===== config.mk =====
export PLATFORM = sky130hd
export DESIGN_NAME = ovc_allocator
export DESIGN_NICKNAME = d
export VERILOG_FILES = /design/src/rtl/ovc_allocator.sv
export SDC_FILE = /design/constraint.sdc
export NUM_CORES = 1
export LEC_CHECK = 0
export ABC_AREA = 0
export BUFFER_PORTS_ARGS = -buffer_cell sky130_fd_sc_hd__buf_4
export CORE_UTILIZATION = 24
export DETAILED_ROUTE_END_ITERATION = 16
export GPL_TIMING_DRIVEN = 1
export PLACE_DENSITY = 0.42
export SLEW_MARGIN = 20
export SYNTH_ARGS = -nofsm -noshare
export SYNTH_HDL_FRONTEND = slang
export SYNTH_SLANG_ARGS = --single-unit

===== constraint.sdc =====
create_clock -name clk_i -period 4.21 [get_ports clk_i]
set_clock_uncertainty 0.2 [all_clocks]
set_input_delay 0.842 -clock clk_i [delete_from_list [all_inputs] [get_ports clk_i]]
set_output_delay 0.842 -clock clk_i [all_outputs]
set_load 0.005 [all_outputs]

===== src/rtl/ovc_allocator.sv =====
// Output-VC allocator for one output port.
// Arbitrates round-robin among waiting input VCs for a free output VC that has credit, records
// each OVC's owner, tracks downstream credits per OVC and frees an OVC when its tail departs.
// Ports:
//   clk_i, rst_ni        clock, asynchronous active-low reset
//   vc_req_i             per-input-VC request for an OVC on this port
//   vc_grant_o           registered one-hot grant pulse
//   grant_ovc_o          OVC index issued with vc_grant_o
//   flit_valid_i/ovc/tail  departing flit on this port
//   credit_valid_i/ovc   credit returned from downstream
//   ovc_free_o           per-OVC unowned flag
//   ovc_owner_o          per-OVC owner index, packed IN_W bits per OVC
//   credit_cnt_o         per-OVC credit count, packed CNT_W bits per OVC
//   err_o                sticky protocol-error flag
module ovc_allocator #(
  parameter int unsigned NUM_IN_VC  = 8,
  parameter int unsigned NUM_OVC    = 2,
  parameter int unsigned OVC_W      = 1,
  parameter int unsigned IN_W       = 3,
  parameter int unsigned CREDIT_MAX = 4,
  parameter int unsigned CNT_W      = 3
) (
  input  logic                     clk_i,
  input  logic                     rst_ni,
  input  logic [NUM_IN_VC-1:0]     vc_req_i,
  output logic [NUM_IN_VC-1:0]     vc_grant_o,
  output logic [OVC_W-1:0]         grant_ovc_o,
  input  logic                     flit_valid_i,
  input  logic [OVC_W-1:0]         flit_ovc_i,
  input  logic                     flit_tail_i,
  input  logic                     credit_valid_i,
  input  logic [OVC_W-1:0]         credit_ovc_i,
  output logic [NUM_OVC-1:0]       ovc_free_o,
  output logic [NUM_OVC*IN_W-1:0]  ovc_owner_o,
  output logic [NUM_OVC*CNT_W-1:0] credit_cnt_o,
  output logic                     err_o
);

  typedef enum logic {StFree, StBusy} ovc_state_e;

  ovc_state_e           state_q  [NUM_OVC];
  ovc_state_e           state_d  [NUM_OVC];
  logic [IN_W-1:0]      owner_q  [NUM_OVC];
  logic [IN_W-1:0]      owner_d  [NUM_OVC];
  logic [CNT_W-1:0]     credit_q [NUM_OVC];
  logic [CNT_W-1:0]     credit_d [NUM_OVC];
  logic [NUM_IN_VC-1:0] grant_q, grant_d;
  logic [OVC_W-1:0]     grant_ovc_q, grant_ovc_d;
  logic [IN_W-1:0]      ptr_q, ptr_d;
  logic                 err_q, err_d;

  logic [NUM_IN_VC-1:0] owns_ovc;
  logic [NUM_IN_VC-1:0] eligible;
  logic                 tgt_found, win_found;
  logic [OVC_W-1:0]     tgt;
  logic [IN_W-1:0]      win;
  logic [IN_W-1:0]      idx;

  // Allocation decision, computed purely from registered state.
  always_comb begin
    owns_ovc = '0;
    for (int unsigned i = 0; i < NUM_IN_VC; i++) begin
      for (int unsigned k = 0; k < NUM_OVC; k++) begin
        if (state_q[k] == StBusy && owner_q[k] == IN_W'(i)) owns_ovc[i] = 1'b1;
      end
    end
    // Last cycle's winner must drop its request now; a stale one is ignored.
    eligible = vc_req_i & ~owns_ovc & ~grant_q;

    tgt_found = 1'b0;
    tgt       = '0;
    for (int unsigned k = 0; k < NUM_OVC; k++) begin
      if (!tgt_found && state_q[k] == StFree && credit_q[k] != '0) begin
        tgt_found = 1'b1;
        tgt       = OVC_W'(k);
      end
    end

    win_found = 1'b0;
    win       = '0;
    idx       = '0;
    for (int unsigned off = 0; off < NUM_IN_VC; off++) begin
      idx = IN_W'((32'(ptr_q) + off) % NUM_IN_VC);
      if (!win_found && eligible[idx]) begin
        win_found = 1'b1;
        win       = idx;
      end
    end
  end

  // Next-state: grant, per-OVC ownership FSM, credit arithmetic, error flag.
  always_comb begin
    state_d     = state_q;
    owner_d     = owner_q;
    credit_d    = credit_q;
    err_d       = err_q;
    ptr_d       = ptr_q;
    grant_d     = '0;
    grant_ovc_d = '0;

    if (tgt_found && win_found) begin
      grant_d[win]   = 1'b1;
      grant_ovc_d    = tgt;
      ptr_d          = IN_W'((32'(win) + 32'd1) % NUM_IN_VC);
      state_d[tgt]   = StBusy;
      owner_d[tgt]   = win;
    end

    for (int unsigned k = 0; k < NUM_OVC; k++) begin
      logic dec, inc;
      dec = flit_valid_i && flit_ovc_i == OVC_W'(k);
      inc = credit_valid_i && credit_ovc_i == OVC_W'(k);

      // A granted OVC was free, so a tail can only ever hit a different, busy OVC.
      if (dec && state_q[k] == StFree) err_d = 1'b1;
      if (dec && flit_tail_i && state_q[k] == StBusy) state_d[k] = StFree;

      if (dec && !inc) begin
        if (credit_q[k] == '0) err_d = 1'b1;
        else                   credit_d[k] = credit_q[k] - CNT_W'(1);
      end else if (inc && !dec) begin
        if (credit_q[k] == CNT_W'(CREDIT_MAX)) err_d = 1'b1;
        else                                   credit_d[k] = credit_q[k] + CNT_W'(1);
      end
    end
  end

  always_ff @(posedge clk_i or negedge rst_ni) begin
    if (!rst_ni) begin
      for (int unsigned k = 0; k < NUM_OVC; k++) begin
        state_q[k]  <= StFree;
        owner_q[k]  <= '0;
        credit_q[k] <= CNT_W'(CREDIT_MAX);
      end
      grant_q     <= '0;
      grant_ovc_q <= '0;
      ptr_q       <= '0;
      err_q       <= 1'b0;
    end else begin
      state_q     <= state_d;
      owner_q     <= owner_d;
      credit_q    <= credit_d;
      grant_q     <= grant_d;
      grant_ovc_q <= grant_ovc_d;
      ptr_q       <= ptr_d;
      err_q       <= err_d;
    end
  end

  always_comb begin
    ovc_free_o   = '0;
    ovc_owner_o  = '0;
    credit_cnt_o = '0;
    for (int unsigned k = 0; k < NUM_OVC; k++) begin
      ovc_free_o[k]                 = state_q[k] == StFree;
      ovc_owner_o[k*IN_W +: IN_W]   = owner_q[k];
      credit_cnt_o[k*CNT_W +: CNT_W] = credit_q[k];
    end
  end

  assign vc_grant_o  = grant_q;
  assign grant_ovc_o = grant_ovc_q;
  assign err_o       = err_q;

endmodule


==> impl_metrics.toml <==
[outcome]
status = "completed"

[yosys]
syn-instance-count = 285
syn_area_um2 = 2670
yosysSeqAreaShare_pct = 25.4
yosysMostFrequentCell = "dfrtp_1"
synth_edf_count = 0
ys_top_cells_by_count = "25 x dfrtp_1, 24 x nor2_1, 22 x nand2_1, 20 x inv_1, 18 x mux2i_1"
avgSynthCellArea_um2 = 9.36
synth_seq_cells = 27
synth.top_cell.area_share_pct = 23.4
ys.flop_type = "dfrtp_1"
yosys_warnings = 0
synth_cell_types = 64
yosys.area.top_type = "dfrtp_1"
synth_async_sr_flop_share_pct = 100
synth_area_leaders = "dfrtp_1 23%, mux4_2 8.4%, mux2i_1 6.8%"
synth_fp_nets = 308

[drt]
ant_nets = 0
met2_length_um = 3280
route.met3.wl_um = 340
routed_via_density = 4.99
highest_layer = "met4"
drt_iter0_drc = 63
wl_per_cell_um = 16.0
routed-via-count = 2310
first_pass_iters = 4
drc = 0
routed_wl_um = 7410
m1WireLength_um = 3620

[floorplanning]
dieWidth_um = 107
ioPinCount = 39
initial_core_util_pct = 24.6
row_count = 38
core_um2 = 10800
die-area_um2 = 11500
fp.dieH_um = 107

[placed_design]
place.gp.congestion = 0.820
port-buffer-count = 38
place_ws_ns = 0.457
dpl.hpwl_um = 5840

[cts]
cts_resized = 0
h-tree-depth = 1
tritoncts = "built"
cts_buffers = 3
cts_setup_buffers = 0
hold_buffers = 0
clock-sinks = 27
clk_pin_slew_ns = 0.10
clk_latency_ns = 0.27
cts-root-buf = "clkbuf_8"
clockBufferDepth = 2

[hold_path]
hold_class = "primary input to async pin"

[timing]
finalSetupViolations = 0
slew_violations = 0
final_hold_viol_count = 0
maxSlewHeadroom_pct = 61.3
tightest_slew_ns = 0.573
setup_ws_ns = 0.440
grt_setup_unrepaired = "false"
fin_crit_sh_pct = 89.5
min_period_ns = 3.77
setup_tns_ns = 0
fmax_mhz = 265

[cells_and_area]
drive_above_1_share_pct = 27.6
area_delta_synth_final_pct = 18.4
finalNetCount = 347
antenna_cells = 0

[setup_path]
max_stage_delay_ns = 0.59
cp_max_fo = 12
worstPathRequired_ns = 4.17
crit_type = "flop to flop"
crit_chain = "nor4bb_1 -> nor3_1 -> mux4_2 -> mux2i_1 -> nand3b_1 -> or4b_4 -> and3_1 -> mux2_4"
end_kind = "flop"
start_kind = "flop"
arrival_ns = 3.73
crit_slowest_cell = "dfrtp_1"

[global_route]
grt_overflow = 0
grt_max_degree = 28
antenna_found_initial = 0
grt_use_total_pct = 13.3
grt_pass1_vias = 2216
grt_pass1_wl_um = 11900

[run]
drv_cap = 0
[cell families after synthesis]
group,share of synthesized area (%)
buf+inv,6.89
xor+xnor,2.30
simple gates,24.0
flops,25.4
fa+ha+maj,4.31
mux,19.3
compound gates,17.9
[layer usage]
layer	up-vias	GRT usage, %
li1	1142	-
met1	1093	19.0
met2	63	20.6
met3	12	1.88
met4	0	3.82
met5	-	0
[sequential cells by signal (all words and copies together) (netlist names)]
name	cells
credit_cnt_o	6
state_q	2
grant_ovc_o	1
ptr_q	3
ovc_owner_o	6
vc_grant_o	8
err_o	1
[final timing paths]
| kind | startpoint | end | slack (ns) | depth (start not counted) |
|---|---|---|---|---|
| setup / recovery | state_q[1]$_DFFE_PN0P_ | ovc_owner_o[3]$_DFFE_PN0P_ | 0.44 | 8 |
| hold / removal | rst_ni | ovc_owner_o[0]$_DFFE_PN0P_ | 0.26 | 1 |
| setup reg to reg | state_q[1]$_DFFE_PN0P_ | ovc_owner_o[3]$_DFFE_PN0P_ | 0.44 | 8 |
| hold reg to reg | err_o$_DFF_PN0_ | err_o$_DFF_PN0_ | 0.33 | 2 |
| max in group asynchronous | rst_ni | credit_cnt_o[5]$_DFFE_PN1P_ | 3.24 | 1 |
| min in group clk_i | err_o$_DFF_PN0_ | err_o$_DFF_PN0_ | 0.33 | 2 |
[critical path, delay by kind of cell (launching register included)]
kind	cells	cell delay [ns]
flip-flops	1	0.59
AND/OR/NAND/NOR	5	1.70
multiplexers	3	1.16
[cell usage in the layout, fill, tap and decap left out, types with 4 or more instances in the layout]
cell type / instances
inv_1: 20
nand2_1: 22
mux2_2: 7
and4bb_1: 4
a21o_1: 4
ha_1: 6
nor3_1: 5
a21oi_1: 11
xnor2_1: 5
nand4b_1: 6
and3_1: 4
mux4_2: 10
and4b_1: 4
o22ai_1: 4
buf_4: 49
o211ai_1: 4
dfrtp_1: 25
nand3_1: 6
nand2b_1: 4
nor2_1: 24
mux2i_1: 18
o21ai_0: 16
[stage by stage]
stage | cell area, µm² | hold slack, ns | instances | utilization (%)
final | 3160 | 0.265 | 463 | 29.2
after global routing | 3160 | 0.285 | 463 | 29.2
after CTS | 3160 | 0.282 | 463 | 29.2
after detailed placement | 3110 | 0.301 | 459 | 28.7
after global placement | 3110 | 0.301 | 459 | 28.7
after floorplan | 2670 | 0.279 | 285 | -
[cell type report]
class	count	area [µm²]
fill	1160	7680
timing repair buffer	49	368
clock inverter	1	5.00
clock buffer	3	41.3
multi-input combinational	220	1810
inverter	23	86.3
sequential	27	678
tap	140	175
Power is left out: the tool's default activity adds up to more than one toggle a clock period on the data nets, which glitch-free logic cannot reach.
